### src/rtl/multichannel_mem.sv
// Multichannel memory: one shared word array served to several request
// channels through a round-robin arbiter, one access per cycle. Each channel
// runs a small IDLE/WAIT/RESP/DROP handshake with a fixed response latency.
// A backdoor load port preloads the array and always wins over channel grants.
module multichannel_mem #(
  parameter int ADDR_BITS = 8,
  parameter int DATA_BITS = 8,
  parameter int CHANNELS  = 4,
  parameter int LATENCY   = 2,
  parameter int WRITABLE  = 1
) (
  input  logic                           clk,
  input  logic                           reset,
  input  logic [CHANNELS-1:0]            mem_read_valid,
  input  logic [CHANNELS*ADDR_BITS-1:0]  mem_read_address,
  output logic [CHANNELS-1:0]            mem_read_ready,
  output logic [CHANNELS*DATA_BITS-1:0]  mem_read_data,
  input  logic [CHANNELS-1:0]            mem_write_valid,
  input  logic [CHANNELS*ADDR_BITS-1:0]  mem_write_address,
  input  logic [CHANNELS*DATA_BITS-1:0]  mem_write_data,
  output logic [CHANNELS-1:0]            mem_write_ready,
  input  logic                           load_en,
  input  logic [ADDR_BITS-1:0]           load_addr,
  input  logic [DATA_BITS-1:0]           load_data,
  output logic                           busy
);

  localparam int DEPTH   = 2 ** ADDR_BITS;
  localparam int CH_BITS = (CHANNELS > 1) ? $clog2(CHANNELS) : 1;

  typedef enum logic [1:0] {IDLE, WAIT, RESP, DROP} state_t;

  state_t                          state      [CHANNELS];
  state_t                          state_next [CHANNELS];
  logic [3:0]                      count      [CHANNELS];
  logic [3:0]                      count_next [CHANNELS];
  logic [CHANNELS-1:0]             op_write;
  logic [CHANNELS-1:0]             op_write_next;

  logic [DATA_BITS-1:0]            mem [DEPTH];
  logic [CHANNELS*DATA_BITS-1:0]   read_data_q;
  logic [CH_BITS-1:0]              rr_ptr;

  logic [CHANNELS-1:0]             write_req;
  logic [CHANNELS-1:0]             request;
  logic                            grant_valid;
  logic [CH_BITS-1:0]              grant_idx;
  logic                            grant_write;
  logic [ADDR_BITS-1:0]            grant_read_addr;
  logic [ADDR_BITS-1:0]            grant_write_addr;
  logic [DATA_BITS-1:0]            grant_write_data;

  // Channel index arithmetic modulo the channel count.
  function automatic logic [CH_BITS-1:0] wrap(input int value);
    int m;
    m = value % CHANNELS;
    return m[CH_BITS-1:0];
  endfunction

  // A read-only instance never sees write requests at all.
  assign write_req = (WRITABLE != 0) ? mem_write_valid : '0;

  assign grant_write      = write_req[grant_idx];
  assign grant_read_addr  = mem_read_address[int'(grant_idx)*ADDR_BITS +: ADDR_BITS];
  assign grant_write_addr = mem_write_address[int'(grant_idx)*ADDR_BITS +: ADDR_BITS];
  assign grant_write_data = mem_write_data[int'(grant_idx)*DATA_BITS +: DATA_BITS];
  assign mem_read_data    = reset ? '0 : read_data_q;

  // Only idle channels compete for the array.
  always_comb begin
    request = '0;
    for (int i = 0; i < CHANNELS; i++) begin
      request[i] = (state[i] == IDLE) && (mem_read_valid[i] || write_req[i]);
    end
  end

  // Round-robin pick starting at the channel after the last grant; a load or reset blocks it.
  always_comb begin
    grant_valid = 1'b0;
    grant_idx   = '0;
    for (int k = 0; k < CHANNELS; k++) begin
      if (!grant_valid && request[wrap(int'(rr_ptr) + k)]) begin
        grant_valid = 1'b1;
        grant_idx   = wrap(int'(rr_ptr) + k);
      end
    end
    if (load_en || reset) begin
      grant_valid = 1'b0;
    end
  end

  // Per-channel handshake next state: count down the latency, pulse once, wait for valid to drop.
  always_comb begin
    for (int i = 0; i < CHANNELS; i++) begin
      state_next[i]    = state[i];
      count_next[i]    = count[i];
      op_write_next[i] = op_write[i];
      case (state[i])
        IDLE: begin
          if (grant_valid && int'(grant_idx) == i) begin
            state_next[i]    = WAIT;
            count_next[i]    = 4'(LATENCY - 1);
            op_write_next[i] = grant_write;
          end
        end
        WAIT: begin
          if (count[i] == 4'd0) begin
            state_next[i] = RESP;
          end else begin
            count_next[i] = count[i] - 4'd1;
          end
        end
        RESP: state_next[i] = DROP;
        DROP: begin
          if (op_write[i] ? !write_req[i] : !mem_read_valid[i]) begin
            state_next[i] = IDLE;
          end
        end
        default: state_next[i] = IDLE;
      endcase
    end
  end

  // Channel state registers; reset drops every in-flight request.
  always_ff @(posedge clk) begin
    if (reset) begin
      for (int i = 0; i < CHANNELS; i++) begin
        state[i] <= IDLE;
        count[i] <= '0;
      end
      op_write <= '0;
    end else begin
      for (int i = 0; i < CHANNELS; i++) begin
        state[i] <= state_next[i];
        count[i] <= count_next[i];
      end
      op_write <= op_write_next;
    end
  end

  // Array writes: backdoor load first, otherwise a granted channel write; contents survive reset.
  always_ff @(posedge clk) begin
    if (load_en) begin
      mem[load_addr] <= load_data;
    end else if (grant_valid && grant_write) begin
      mem[grant_write_addr] <= grant_write_data;
    end
  end

  // Granted reads capture the word now and hold it until that channel's next read grant.
  always_ff @(posedge clk) begin
    if (reset) begin
      read_data_q <= '0;
    end else if (grant_valid && !grant_write) begin
      read_data_q[int'(grant_idx)*DATA_BITS +: DATA_BITS] <= mem[grant_read_addr];
    end
  end

  // Round-robin pointer advances past each granted channel.
  always_ff @(posedge clk) begin
    if (reset) begin
      rr_ptr <= '0;
    end else if (grant_valid) begin
      rr_ptr <= wrap(int'(grant_idx) + 1);
    end
  end

  // Completion pulses and busy flag, forced low while reset is held.
  always_comb begin
    mem_read_ready  = '0;
    mem_write_ready = '0;
    busy            = 1'b0;
    for (int i = 0; i < CHANNELS; i++) begin
      if (!reset && state[i] == RESP) begin
        mem_read_ready[i]  = !op_write[i];
        mem_write_ready[i] = op_write[i];
      end
      if (!reset && state[i] != IDLE) begin
        busy = 1'b1;
      end
    end
  end

endmodule

### config.mk
export PLATFORM = sky130hd
export DESIGN_NAME = multichannel_mem
export DESIGN_NICKNAME = d
export VERILOG_FILES = /design/src/rtl/multichannel_mem.sv
export SDC_FILE = /design/constraint.sdc
export NUM_CORES = 2
export LEC_CHECK = 0
export BUFFER_PORTS_ARGS = -buffer_cell sky130_fd_sc_hd__buf_2
export CAP_MARGIN = 20
export CORE_UTILIZATION = 40
export DETAILED_ROUTE_END_ITERATION = 8
export GPL_TIMING_DRIVEN = 0
export PLACE_DENSITY = 0.56
export SYNTH_ARGS = -nofsm -noshare
export SYNTH_HDL_FRONTEND = slang
export SYNTH_SLANG_ARGS = --single-unit
### constraint.sdc
create_clock -name clk -period 6.05 [get_ports clk]
set_input_delay 0.3025 -clock clk [delete_from_list [all_inputs] [get_ports clk]]
set_output_delay 0.3025 -clock clk [all_outputs]
set_load 0.005 [all_outputs]
# ---- Word level (Yosys, flattened, before mapping)
# Memory sizes are Yosys's and may differ from the RTL's.
# Index checks and enable logic that the tools add are counted.
# Widths: inputs -> output; s select.
dict set report totals {
  register_bits 38
  ramBits 2072
  mem_count 3
}
# name words word_bits read_ports rd_ports_with_merged_regs write_ports line
set memory_table {}
lappend memory_table {mem 256 8 1 0 1 40} ;# logic [DATA_BITS-1:0] mem [DEPTH];
lappend memory_table {count 4 4 4 0 4 35} ;# logic [3:0] count [CHANNELS];
lappend memory_table {state 4 2 4 0 4 33} ;# state_t state [CHANNELS];
dict set report classes {
  n_lt_le_gt_ge 5
  n_addsub 9
  shifts 5
  n_eq_ne 15
  reduce_logical 61
  mux 84
  bitwise 8
}
# cell count
set op_table {}
lappend op_table {{$shiftx 32x6->8} 3}
lappend op_table {{$mux 4} 12}
lappend op_table {{$mux 2} 20}
lappend op_table {{$mux 1} 35}
lappend op_table {{$neg 5->33} 1}
lappend op_table {{$shift 8x33->32 const A} 1}
lappend op_table {{$shiftx 8x33->32} 1}
lappend op_table {{$bwmux 32} 1}
lappend op_table {{$mux 32} 1}
lappend op_table {{$pmux 2 s4} 4}
lappend op_table {{$pmux 4 s2} 4}
lappend op_table {{$logic_and 1x1->1} 21}
lappend op_table {{$eq 2x2->1 const B} 10}
lappend op_table {{$logic_not 1->1} 17}
lappend op_table {{$logic_not 4->1} 4}
lappend op_table {{$mux 8} 2}
lappend op_table {{$sub 4x1->4 const B} 4}
lappend op_table {{$lt 2x3->1 const B} 5}
lappend op_table {{$bmux 1 s2} 5}
lappend op_table {{$eq 2x1->1 const B} 5}
lappend op_table {{$logic_not 2->1} 5}
lappend op_table {{$or 1x1->1} 8}
lappend op_table {{$reduce_and 2->1} 4}
lappend op_table {{$reduce_bool 2->1} 4}
lappend op_table {{4 further kinds} 10}

# ---- Depth between registers and ports, before layout
dict set report logic_depth {
  word_depth 22
  ltp_mapped 20
}

# ---- Least setup slack after synthesis
# No wires, ideal clock.
dict set report synth_path {
  path_kind {register to register}
  startpoint {memory state[3][0] (netlist bit)}
  endpoint {memory mem[0][0] (data pin)}
  period_less_slack_ns 6.726
  setup_time_ns 0.823
  stages_incl_launch_ff 16
  setup_slack_ns -0.676
  t_arrival_ns 5.904
  path_buffers 5
  required_ns 5.227
  path_cell_list {dfxtp_1 > inv_1 > ha_1 > o21a_2 > a31o_2 > a21boi_1 > buf_2 > inv_1 > buf_2 > buf_1 > clkbuf_1 > clkbuf_1 > nand2_1 > nand3_1 > nand3_1 > nand2_1}
}
# item line
set synth_rtl {}
lappend synth_rtl {{start, declared} 33}
lappend synth_rtl {{end, declared} 40}

==> impl_metrics.yaml <==
routing:
  vias: 67300
  drtIter0Drc: 12100
  dr.pass1.iters: 9
  drc: 0
  wl_mm: 427
  vias_per_cell: 6.42
  ant_nets: 0
  post_drt_wl_per_cell_microns: 40.7
worst_setup_path:
  arrival_ns: 7.16
  path_cells: "inv_1, ha_1, o21ai_1, o22ai_2, a2111oi_4, buf_4, mux4_2, buf_4, buf_6, buf_4, buf_2, buf_2, nand2_1, a311oi_1, o41ai_2, a211oi_4, buf_12, a221o_1"
  cp_common_cell: "buf_4"
  path_class: "reg -> reg"
  timing.rr.end: "read_data_q[7]$_SDFFE_PP0P_"
  regToRegSetupSlack_ns: -0.27
  cp-end-kind: "register"
  startpoint_type: "register"
  cp.required_ns: 6.88
  crit_fanout: 10
  reg2reg_from: "state[2][0]$_SDFFE_PP0P_"
  critPathSlowestCell: "a311oi_1"
  slowest_delay_ns: 0.99
  rr_worst_depth: 18
floorplan:
  fp.dieH_microns: 468
  die_w_microns: 468
  ios: 164
  dieArea_sq_um: 219000
  coreArea_sq_um: 215000
  start_util_pct: 40.4
  rows: 170
placed_design:
  dp_hpwl_mm: 304
  postPlaceCellArea_sq_um: 93400
  place_ws_ns: -1.90
  gp_congestion: 1.06
  portBuffers: 163
clock_tree:
  clock_path_buffers: 3
  cts_tree: "done"
  clk_pin_slew_ns: 0.06
  ctsHtreeMaxLevel: 4
  clock-sinks: 2110
  cts-root-buf: "clkbuf_16"
  cts_buffers: 220
  clk_latency_ns: 0.90
grt:
  grt_pass1_vias: 60200
  grt_pass1_wl_mm: 552
  antenna_found_initial: 52
  grt.overflow.total: 0
  track_usage_pct: 38.3
  grt_start_max_net_pins: 129
timing:
  fin_skew_ns: 0.0413
  worst_pin_slew_ns: 1.36
  hold_viol: 0
  max_freq_ghz: 0.158
  finalSetupViolCount: 32
  hold-worst-slack_ns: 0.0469
  fin_crit_sh_pct: 105
  rsz0062_at_grt: "true"
  slew-limit-headroom_pct: 9.14
  setup_slack_ns: -0.272
  fin_crit_ns: 6.32
  slew_violations: 0
final_layout:
  register_area_sq_um: 62700
  fill_cells: 19200
  final_util_pct: 47.4
  layout-drive-gt1-share_pct: 16.9
  syn_to_final_growth_pct: 17.3
  num-nets-final: 7605
  final_area_sq_um: 102000
  multi_input_area_sq_um: 23400
yosys:
  yosysTopAreaCellShare_pct: 70.8
  synthTopCellsByCount: "edfxtp_1 (2048), nand2_1 (1990), nand3_1 (605), nor2_1 (334), buf_2 (244)"
  async_flop_share_pct: 0
  syn_area_per_cell_sq_um: 12.6
  ys_ff_latch: 2110
  yosysWarnings: 0
  synthesis.nets: 7075
  syn_inst: 6922
  synth_edf_count: 2048
  yosys_most_used_dff: "edfxtp_1"
  ys_seq_area_share_pct: 72.2
  synth_top_area_cell: "edfxtp_1"
  yosysMostFrequentCell: "edfxtp_1"
  yosysUniqueCellTypes: 77
  syn-cell-area_sq_um: 86900
  ys_top_cells_by_area: "edfxtp_1 (71%), nand2_1 (8.6%), nand3_1 (3.5%), mux2i_1 (1.6%), and3_1 (1.6%)"
job:
  cap_violations: 0
worst_hold_path:
  min_from: "mem_write_valid[1]"
  worstHoldEndpoint: "state[1][0]$_SDFFE_PP0P_"
  holdPathStages: 4
  hold_class: "in -> reg"
run_status:
  violations: "setup timing"
  status: "finished, violations left"
## worst max-delay path: cells and delay by family (launching register included)
kind	cells	cell delay, ns
multiplexers	1	0.33
buffers and inverters	8	2.46
flip-flops	1	0.37
adder cells (fa/ha/maj)	1	0.29
AO/OA/AOI/OAI	7	2.61
AND/OR/NAND/NOR	1	0.14
## through the flow
stage	setup TNS, ns	cells
after floorplan	-172.56	6922
after global placement	-	9923
after detailed placement	-2400.28	10100
after CTS	-5.42	10500
after global routing	-0.875	10500
final	-5.90	10500
## cell usage in the layout (no fill, tap or decap), drive strengths merged, types with 48 or more instances in the layout
cell type,netlist,final
a211oi,63,63
a21oi,227,227
a311oi,48,48
a31oi,148,148
and3,217,217
buf,332,629
clkbuf,113,395
clkinv,0,92
dfxtp,62,62
edfxtp,2048,2048
mux2i,141,141
nand2,1990,1990
nand3,608,608
nor2,334,334
o21ai,54,54
## layer usage
layer	GRT usage [%]	wire length, microns	share of wire [%]
met4	28.4	37100	8.7
met1	47.6	150000	35
met2	54.8	178000	42
met3	13.8	61700	14
met5	0	208	0.049
## worst max-delay path by stage
| stage | slack (ns) | end | cells past startpoint | startpoint |
|---|---|---|---|---|
| finish | -0.27 | read_data_q[7]$_SDFFE_PP0P_ | 18 | state[2][0]$_SDFFE_PP0P_ |
| global placement | -6.21 | mem[74][6]$_DFFE_PP_ | 11 | state[3][0]$_SDFFE_PP0P_ |
| detailed placement | -1.90 | mem[109][7]$_DFFE_PP_ | 14 | state[3][0]$_SDFFE_PP0P_ |
| floorplan | -0.67 | mem[0][6]$_DFFE_PP_ | 15 | state[3][0]$_SDFFE_PP0P_ |
| global route | -0.05 | mem[114][5]$_DFFE_PP_ | 16 | state[3][0]$_SDFFE_PP0P_ |
| CTS | -0.17 | mem[12][3]$_DFFE_PP_ | 17 | state[0][0]$_SDFFE_PP0P_ |
## state kept, by name (all words and copies together) (netlist names)
register,flops
op_write,4
count,16
state,8
mem,2048
rr_ptr,2
read_data_q,32
## what timing repair did
item,4_1_cts,5_1_grt
hold buffers,6,0
endpoints found under the hold margin,15,0
setup buffers,6,1
resized for setup,348,114
pin swaps,4,1
endpoints found under the setup margin,2166,1828
## final cells by class
class	instances	share of cell area, %
Clock buffer	278	5.66
Buffer	442	2.45
Tap cell	2838	3.48
Antenna cell	29	0.0712
Inverter	35	0.129
Clock inverter	116	0.924
Timing Repair Buffer	311	2.74
Multi-Input combinational cell	4332	23.0
Sequential cell	2110	61.5
## kinds of logic after synthesis
group                    share of synthesized area, %
buffers and inverters                            2.79
multiplexers                                     1.84
AO/OA/AOI/OAI                                    5.74
XOR/XNOR                                       0.0806
adder cells (fa/ha/maj)                         0.432
AND/OR/NAND/NOR                                  16.9
flip-flops                                       72.2
Power is not shown: default switching activity piles up to over one toggle a cycle in this logic, so the estimate is an artifact.
